`config.mk`:
```
export PLATFORM = sky130hd
export DESIGN_NAME = reg_writeback
export DESIGN_NICKNAME = d
export VERILOG_FILES = /design/src/rtl/reg_writeback.sv
export SDC_FILE = /design/constraint.sdc
export NUM_CORES = 1
export LEC_CHECK = 0
export BUFFER_PORTS_ARGS = -buffer_cell sky130_fd_sc_hd__buf_2
export CORE_ASPECT_RATIO = 1.5
export CORE_UTILIZATION = 51
export CTS_CLUSTER_SIZE = 20
export DETAILED_ROUTE_END_ITERATION = 6
export PLACE_DENSITY = 0.79
export SETUP_SLACK_MARGIN = 0.4
export SYNTH_ARGS = -nofsm -noshare
export SYNTH_HDL_FRONTEND = slang
export SYNTH_SLANG_ARGS = --single-unit
```
`constraint.sdc`:
```
create_clock -name clk -period 2.3 [get_ports clk]
set_clock_uncertainty 0.2 [all_clocks]
set_input_delay 0.115 -clock clk [delete_from_list [all_inputs] [get_ports clk]]
set_output_delay 0.115 -clock clk [all_outputs]
set_load 0.1 [all_outputs]
```
`src/rtl/reg_writeback.sv`:
```
// Register-file writeback arbiter: ALU results win, load results queue in an in-order FIFO.
// Optional define WB_BYPASS_EN lets a load skip the empty FIFO when the ALU is idle.
module reg_writeback #(
    parameter int DEPTH = 4,
    parameter int XLEN  = 32
) (
    input  logic            clk,
    input  logic            reset,
    input  logic            alu_valid,
    input  logic [4:0]      alu_rd,
    input  logic [XLEN-1:0] alu_data,
    input  logic            mem_valid,
    input  logic [4:0]      mem_rd,
    input  logic [XLEN-1:0] mem_data,
    output logic            mem_ready,
    input  logic [4:0]      rs1,
    input  logic [4:0]      rs2,
    output logic            busy1,
    output logic            busy2,
    output logic            regWrite,
    output logic [4:0]      rd,
    output logic [XLEN-1:0] writeData
);

    localparam int PTR_W = $clog2(DEPTH);
    localparam int CNT_W = PTR_W + 1;

    logic [PTR_W-1:0] rptr_q, rptr_d, wptr_q, wptr_d;
    logic [CNT_W-1:0] count_q, count_d;
    logic             wr_en_q, wr_en_d;
    logic [4:0]       rd_q, rd_d;
    logic [XLEN-1:0]  wdata_q, wdata_d;

    logic [4:0]       fifo_rd_q   [DEPTH];
    logic [XLEN-1:0]  fifo_data_q [DEPTH];

    logic             accept, push, pop, bypass;
    logic [DEPTH-1:0] entry_valid;

    // Ready depends only on the registered count, so a pop this cycle never frees a slot early.
    assign mem_ready = count_q < CNT_W'(DEPTH);
    assign accept    = mem_valid && mem_ready;
    assign pop       = !alu_valid && (count_q != '0);

`ifdef WB_BYPASS_EN
    assign bypass = accept && !alu_valid && (count_q == '0);
`else
    assign bypass = 1'b0;
`endif

    assign push = accept && !bypass;

    // NOTE: every _d gets a default before the priority chain, so no latch is inferred.
    always_comb begin
        wr_en_d = 1'b0;
        rd_d    = rd_q;
        wdata_d = wdata_q;
        if (alu_valid) begin
            wr_en_d = (alu_rd != 5'd0);
            rd_d    = alu_rd;
            wdata_d = alu_data;
        end else if (pop) begin
            wr_en_d = (fifo_rd_q[rptr_q] != 5'd0);
            rd_d    = fifo_rd_q[rptr_q];
            wdata_d = fifo_data_q[rptr_q];
        end else if (bypass) begin
            wr_en_d = (mem_rd != 5'd0);
            rd_d    = mem_rd;
            wdata_d = mem_data;
        end

        rptr_d  = pop  ? rptr_q + PTR_W'(1) : rptr_q;
        wptr_d  = push ? wptr_q + PTR_W'(1) : wptr_q;
        count_d = count_q + CNT_W'(push) - CNT_W'(pop);
    end

    // Slot i is live when its distance from the read pointer (mod DEPTH) is below count.
    always_comb begin
        for (int i = 0; i < DEPTH; i++) begin
            logic [PTR_W-1:0] offset;
            offset         = PTR_W'(i) - rptr_q;
            entry_valid[i] = {1'b0, offset} < count_q;
        end
    end

    always_comb begin
        busy1 = 1'b0;
        busy2 = 1'b0;
        for (int i = 0; i < DEPTH; i++) begin
            if (entry_valid[i] && (fifo_rd_q[i] == rs1)) busy1 = 1'b1;
            if (entry_valid[i] && (fifo_rd_q[i] == rs2)) busy2 = 1'b1;
        end
        busy1 = busy1 && (rs1 != 5'd0);
        busy2 = busy2 && (rs2 != 5'd0);
    end

    // NOTE: sequential state uses non-blocking assignments so all flops update from pre-edge values.
    always_ff @(posedge clk or posedge reset) begin
        if (reset) begin
            rptr_q  <= '0;
            wptr_q  <= '0;
            count_q <= '0;
            wr_en_q <= 1'b0;
            rd_q    <= '0;
            wdata_q <= '0;
        end else begin
            rptr_q  <= rptr_d;
            wptr_q  <= wptr_d;
            count_q <= count_d;
            wr_en_q <= wr_en_d;
            rd_q    <= rd_d;
            wdata_q <= wdata_d;
        end
    end

    // NOTE: storage is not reset; entries are only observed while count marks them live.
    always_ff @(posedge clk) begin
        if (push) begin
            fifo_rd_q[wptr_q]   <= mem_rd;
            fifo_data_q[wptr_q] <= mem_data;
        end
    end

    assign regWrite  = wr_en_q;
    assign rd        = rd_q;
    assign writeData = wdata_q;

endmodule

```
Word level (Yosys, flattened, before mapping)
Memories as Yosys holds them, arrays and structs flattened.
Index checks and enable logic that the tools add are counted.
Widths: inputs -> output; s select.

storage, ports and cells
  output and inout port bits = 41
  bits of input ports = 88
  register bits = 45
  memories kept = 2
  logic and storage cells = 64
  bits in writable memories = 148

memory list
  name         words  width  rd ports  clocked after Yosys merged registers in  write ports  line  source
  fifo_data_q  4      32     1         0                                        1            35    logic [XLEN-1:0] fifo_data_q [DEPTH];
  fifo_rd_q    4      5      5         0                                        1            34    logic [4:0] fifo_rd_q [DEPTH];

operators by class
  muxes and demuxes = 16
  equality and inequality tests = 8
  add/subtract/negate cells = 8
  order comparisons = 5
  reduce and logical (&&, ||, !) cells = 19

operator list
  cell                 count
  $mux 32              2
  $eq 5x5->1           8
  $reduce_bool 5->1    4
  $logic_and 1x1->1    12
  $lt 2x3->1           4
  $mux 1               12
  $mux 5               2
  $add 2x1->2 const B  2
  $sub 1x2->2 const A  2
  $sub 2x2->2 const A  2
  $add 3x1->3          1
  $lt 3x3->1 const B   1
  $reduce_bool 3->1    1
  $sub 3x1->3          1
  $reduce_bool 2->1    1
  $logic_not 1->1      1

Depth between registers and ports, before layout
  word-level depth = 8
  mapped depth = 11

Least setup slack after synthesis
Ideal clock, no wire load.

  path type = register to output
  start = register rptr_q[1]
  end = output busy2
  path slack = -1.456 ns
  arrival = 3.441 ns
  path buffers = 2
  cell stages (with the launch flop) = 10
  cell sequence = dfrtp_1 > buf_1 > buf_2 > inv_1 > ha_1 > a21boi_0 > o21a_1 > nor4_1 > nor4_1 > a21oi_1

between the ends
  cells in the longest elaborated chain, start to end = 8
  elaborated cells between the ends (all ways) = 17
  classes of those cells = add/sub: 4; order compare: 4; mux: 4; reduce/logical: 5

ends and longest elaborated chain
  item                      line  source
  start: declaration        28    logic [PTR_W-1:0] rptr_q, rptr_d, wptr_q, wptr_d;
  start signal: assignment  107   rptr_q <= rptr_d;
  $sub 1x2->2               81    offset = PTR_W'(i) - rptr_q;
  $lt 2x3->1                82    entry_valid[i] = {1'b0, offset} < count_q;
  $logic_and 1x1->1         91    if (entry_valid[i] && (fifo_rd_q[i] == rs2)) busy2 = 1'b1;
  $mux 1 (3 in a row)       91
  $mux 1 (*)                91
  $logic_and 1x1->1 (*)     94    busy2 = busy2 && (rs2 != 5'd0);
  end: declaration          19    output logic busy2,

Mark *: on every way between the ends. The rest lies on a longest branch, timed or not.

Final worst setup path
  start = register count_q[1]
  end = output busy1

between the ends
  cells in the longest elaborated chain, start to end = 7
  elaborated cells between the ends (all ways) = 13
  classes of those cells = order compare: 4; mux: 4; reduce/logical: 5

ends and longest elaborated chain
  item                      line  source
  start: declaration        29    logic [CNT_W-1:0] count_q, count_d;
  start signal: assignment  109   count_q <= count_d;
  $lt 2x3->1                82
  $logic_and 1x1->1         90    if (entry_valid[i] && (fifo_rd_q[i] == rs1)) busy1 = 1'b1;
  $mux 1 (3 in a row)       90
  $mux 1 (*)                90
  $logic_and 1x1->1 (*)     93    busy1 = busy1 && (rs1 != 5'd0);
  end: declaration          18    output logic busy1,

Marks and branches as above.

==> reports/qor.yml <==
status: "finished with violations"
failed_checks: "setup timing"
power_frac_seq: 0.337
drc: 0
synth_top_cell_by_area: "edfxtp_1"
avgSynthCellArea_um2: 16.7
drt_iter0_drc: 425
cts_tree: "done"
area_growth_pct: 35.5
maxSlewViolCount: 0
synthTopCellsByArea: "edfxtp_1 55%, dfrtp_1 14%, mux4_2 10%"
gp_congestion: 0.881
synth_nets: 584
wl_per_cell_um: 21.3
setup_viol: 2
setup_tns_ns: -0.598
drv_cap: 0
ir_drop_mv: 1.01
fmax_ghz: 0.383
grtUsageMet3: 0.0466
die_w_um: 105
fillers: 997
multi_input_area_um2: 2540
grt.busiest_layer: "met2"
io_pins: 129
synth_top_area_frac: 0.549
stdcell_count: 939
power.density_cell_area_nw_per_um2: 1330
drt_wl_total_um: 20000
yosysSeqAreaShare: 0.688
hold_path_class: "in -> reg"
clock_power_share: 0.202
grt_pass1_wl_um: 30500
overflow: 0
viasPerCell: 5.53
drtAntennaViolNets: 0
worstPathArrival_ns: 2.30
p_switching_mw: 6.16
worstMarginPinSlew_ns: 0.691
nNetsFinal: 820
required_ns: 1.99
worst_slack_ns: -0.314
yosysUniqueCellTypes: 31
drive_above_1_share: 0.371
ctsRootBufferMaster: "clkbuf_16"
post-dp-hpwl_um: 12300
slew_headroom: 0.539
dieArea_um2: 16400
post-route-period-util: 1.14
antenna_found_initial: 1
cts_buffers: 17
p_int_mw: 8.44
portBuffers: 128
critPathKind: "reg -> out"
startpoint_type: "flop"
synth_cells: 485
path_max_fanout: 3
sw_frac_of_total: 0.422
yosysWarnings: 0
grt_max_degree: 46
floorplan.initialDensity: 0.521
die_h_um: 156
dp_slack_ns: 0.00275
use_met2: 0.470
seqCellArea_um2: 5580
via_count: 5188
clk_latency_ns: 0.41
leakage_nw: 4.19
cts_buffer_depth: 2
period_needed_ns: 2.61
first_global_vias: 5759
power_frac_comb: 0.461
placed_cells: 805
track_usage: 0.253
end_kind: "output port"
design.core.area_um2: 15600
syn_area_um2: 8100
cts_sinks: 193
holdWs_ns: 0.0255
hold_viol: 0
use_met1: 0.271
total_power_mw: 14.6
first_pass_iters: 5
rows: 56
synth-seq-cells: 193
clk_pin_slew_worst_paths_ns: 0.07
htree_levels: 4
grt_setup_unrepaired: "yes"
-- critical path, stage by stage (launching register included) --
cell	delay (ns)
dfrtp_2	0.38
inv_1	0.07
buf_4	0.15
ha_1	0.27
nand2b_1	0.09
o2bb2ai_4	0.21
nor4_4	0.05
nor4_1	0.30
buf_4	0.17
a21oi_4	0.03
buf_12	0.17
-- through the flow --
stage           util  instance area, µm²
2_1_floorplan      -                8230
3_3_place_gp   0.590                9190
3_5_place_dp   0.590                9190
4_1_cts        0.694               10800
5_1_grt        0.705               11000
6_report       0.705               11000
-- power by group through the flow --
stage	registers, mW	logic, mW	clock network (mW)
6_report	4.91	6.73	2.95
4_1_cts	4.89	6.45	2.98
2_1_floorplan	7.20	2.38	0
5_1_grt	4.97	7.08	3.13
3_5_place_dp	4.99	5.89	0
3_3_place_gp	4.93	5.78	0
-- layout make-up --
class | count | area share
Inverter | 16 | 0.00547
Tap cell | 203 | 0.0231
Clock buffer | 23 | 0.0465
Clock inverter | 9 | 0.00832
Multi-Input combinational cell | 244 | 0.232
Timing Repair Buffer | 249 | 0.176
Sequential cell | 193 | 0.508
Antenna cell | 2 | 0.000456
-- metal layers --
layer | vias to the layer above | share of wire
met2 | 224 | 0.56
met3 | 55 | 0.047
li1 | 2318 | -
met1 | 2591 | 0.35
met5 | - | 0
met4 | 0 | 0.042
-- kinds of logic (layout without fill, tap and decap cells) --
kind of cell | count (synthesis) | count (layout) | share of synthesized area
compound gates | 48 | 48 | 0.0346
xor+xnor | 46 | 46 | 0.0497
fa+ha+maj | 11 | 11 | 0.0179
buf+inv | 48 | 297 | 0.0258
flops | 193 | 193 | 0.688
mux | 69 | 69 | 0.142
other cells | 0 | 2 | 0
simple gates | 70 | 70 | 0.0417
-- cell usage in the layout (no fill, tap or decap), types with 5 or more instances in the layout --
| cell type | count |
|---|---|
| nor4_4 | 6 |
| xnor2_1 | 27 |
| inv_1 | 14 |
| nand2_1 | 35 |
| xor2_1 | 17 |
| a222oi_1 | 5 |
| buf_2 | 125 |
| o21ai_0 | 33 |
| buf_12 | 6 |
| nand3_1 | 8 |
| dlygate4sd3_1 | 76 |
| edfxtp_1 | 148 |
| buf_4 | 28 |
| mux4_2 | 37 |
| buf_6 | 6 |
| ha_1 | 9 |
| dfrtp_1 | 41 |
| mux2i_1 | 32 |
| clkbuf_16 | 20 |
-- final timing paths --
check	end	slack, ns	depth (start not counted)	from
worst max-delay path	busy1	-0.31	10	count_q[1]$_DFF_PP0_
worst min register to register	writeData[27]$_DFFE_PP0P_	0.28	2	writeData[27]$_DFFE_PP0P_
worst max register to register	count_q[2]$_DFF_PP0_	0.04	10	count_q[1]$_DFF_PP0_
min in group asynchronous	writeData[12]$_DFFE_PP0P_	0.23	4	reset
worst min-delay path	wptr_q[0]$_DFFE_PP0P_	0.03	4	mem_valid
max in group asynchronous	rptr_q[1]$_DFFE_PP0P_	1.17	4	reset
-- registers in the layout, indices dropped and copies added (netlist names) --
signal       count
writeData       32
wptr_q           2
rd               5
count_q          3
regWrite         1
fifo_data_q    128
fifo_rd_q       20
rptr_q           2
-- synthesized netlist by cell type --
cell	n
edfxtp_1	148
dfrtp_1	45
mux4_2	37
nand2_1	35
o21ai_0	33
mux2i_1	32
xnor2_1	29
xor2_1	17
clkbuf_1	16
inv_1	16
ha_1	10
nor4_1	10
buf_2	8
nand3_1	8
a222oi_1	5
buf_1	5
and2_1	4
a21oi_1	3
nor2_1	3
nor3_1	3
buf_6	2
nand2b_1	2
nor2b_1	2
o21a_1	2
o21ai_1	2
o2bb2ai_1	2
or4_1	2
a21boi_0	1
buf_4	1
fa_1	1
nor4_2	1
-- what timing repair did --
| action | 4_1_cts | 5_1_grt |
|---|---|---|
| gates cloned | 1 | 1 |
| resized for setup | 16 | 26 |
| endpoints found under the setup margin | 83 | 163 |
| hold buffers | 76 | 0 |
| hold endpoints to repair | 233 | 0 |
| setup buffers | 19 | 3 |
| pin swaps | 12 | 11 |
(Power assumes the default switching activity.)
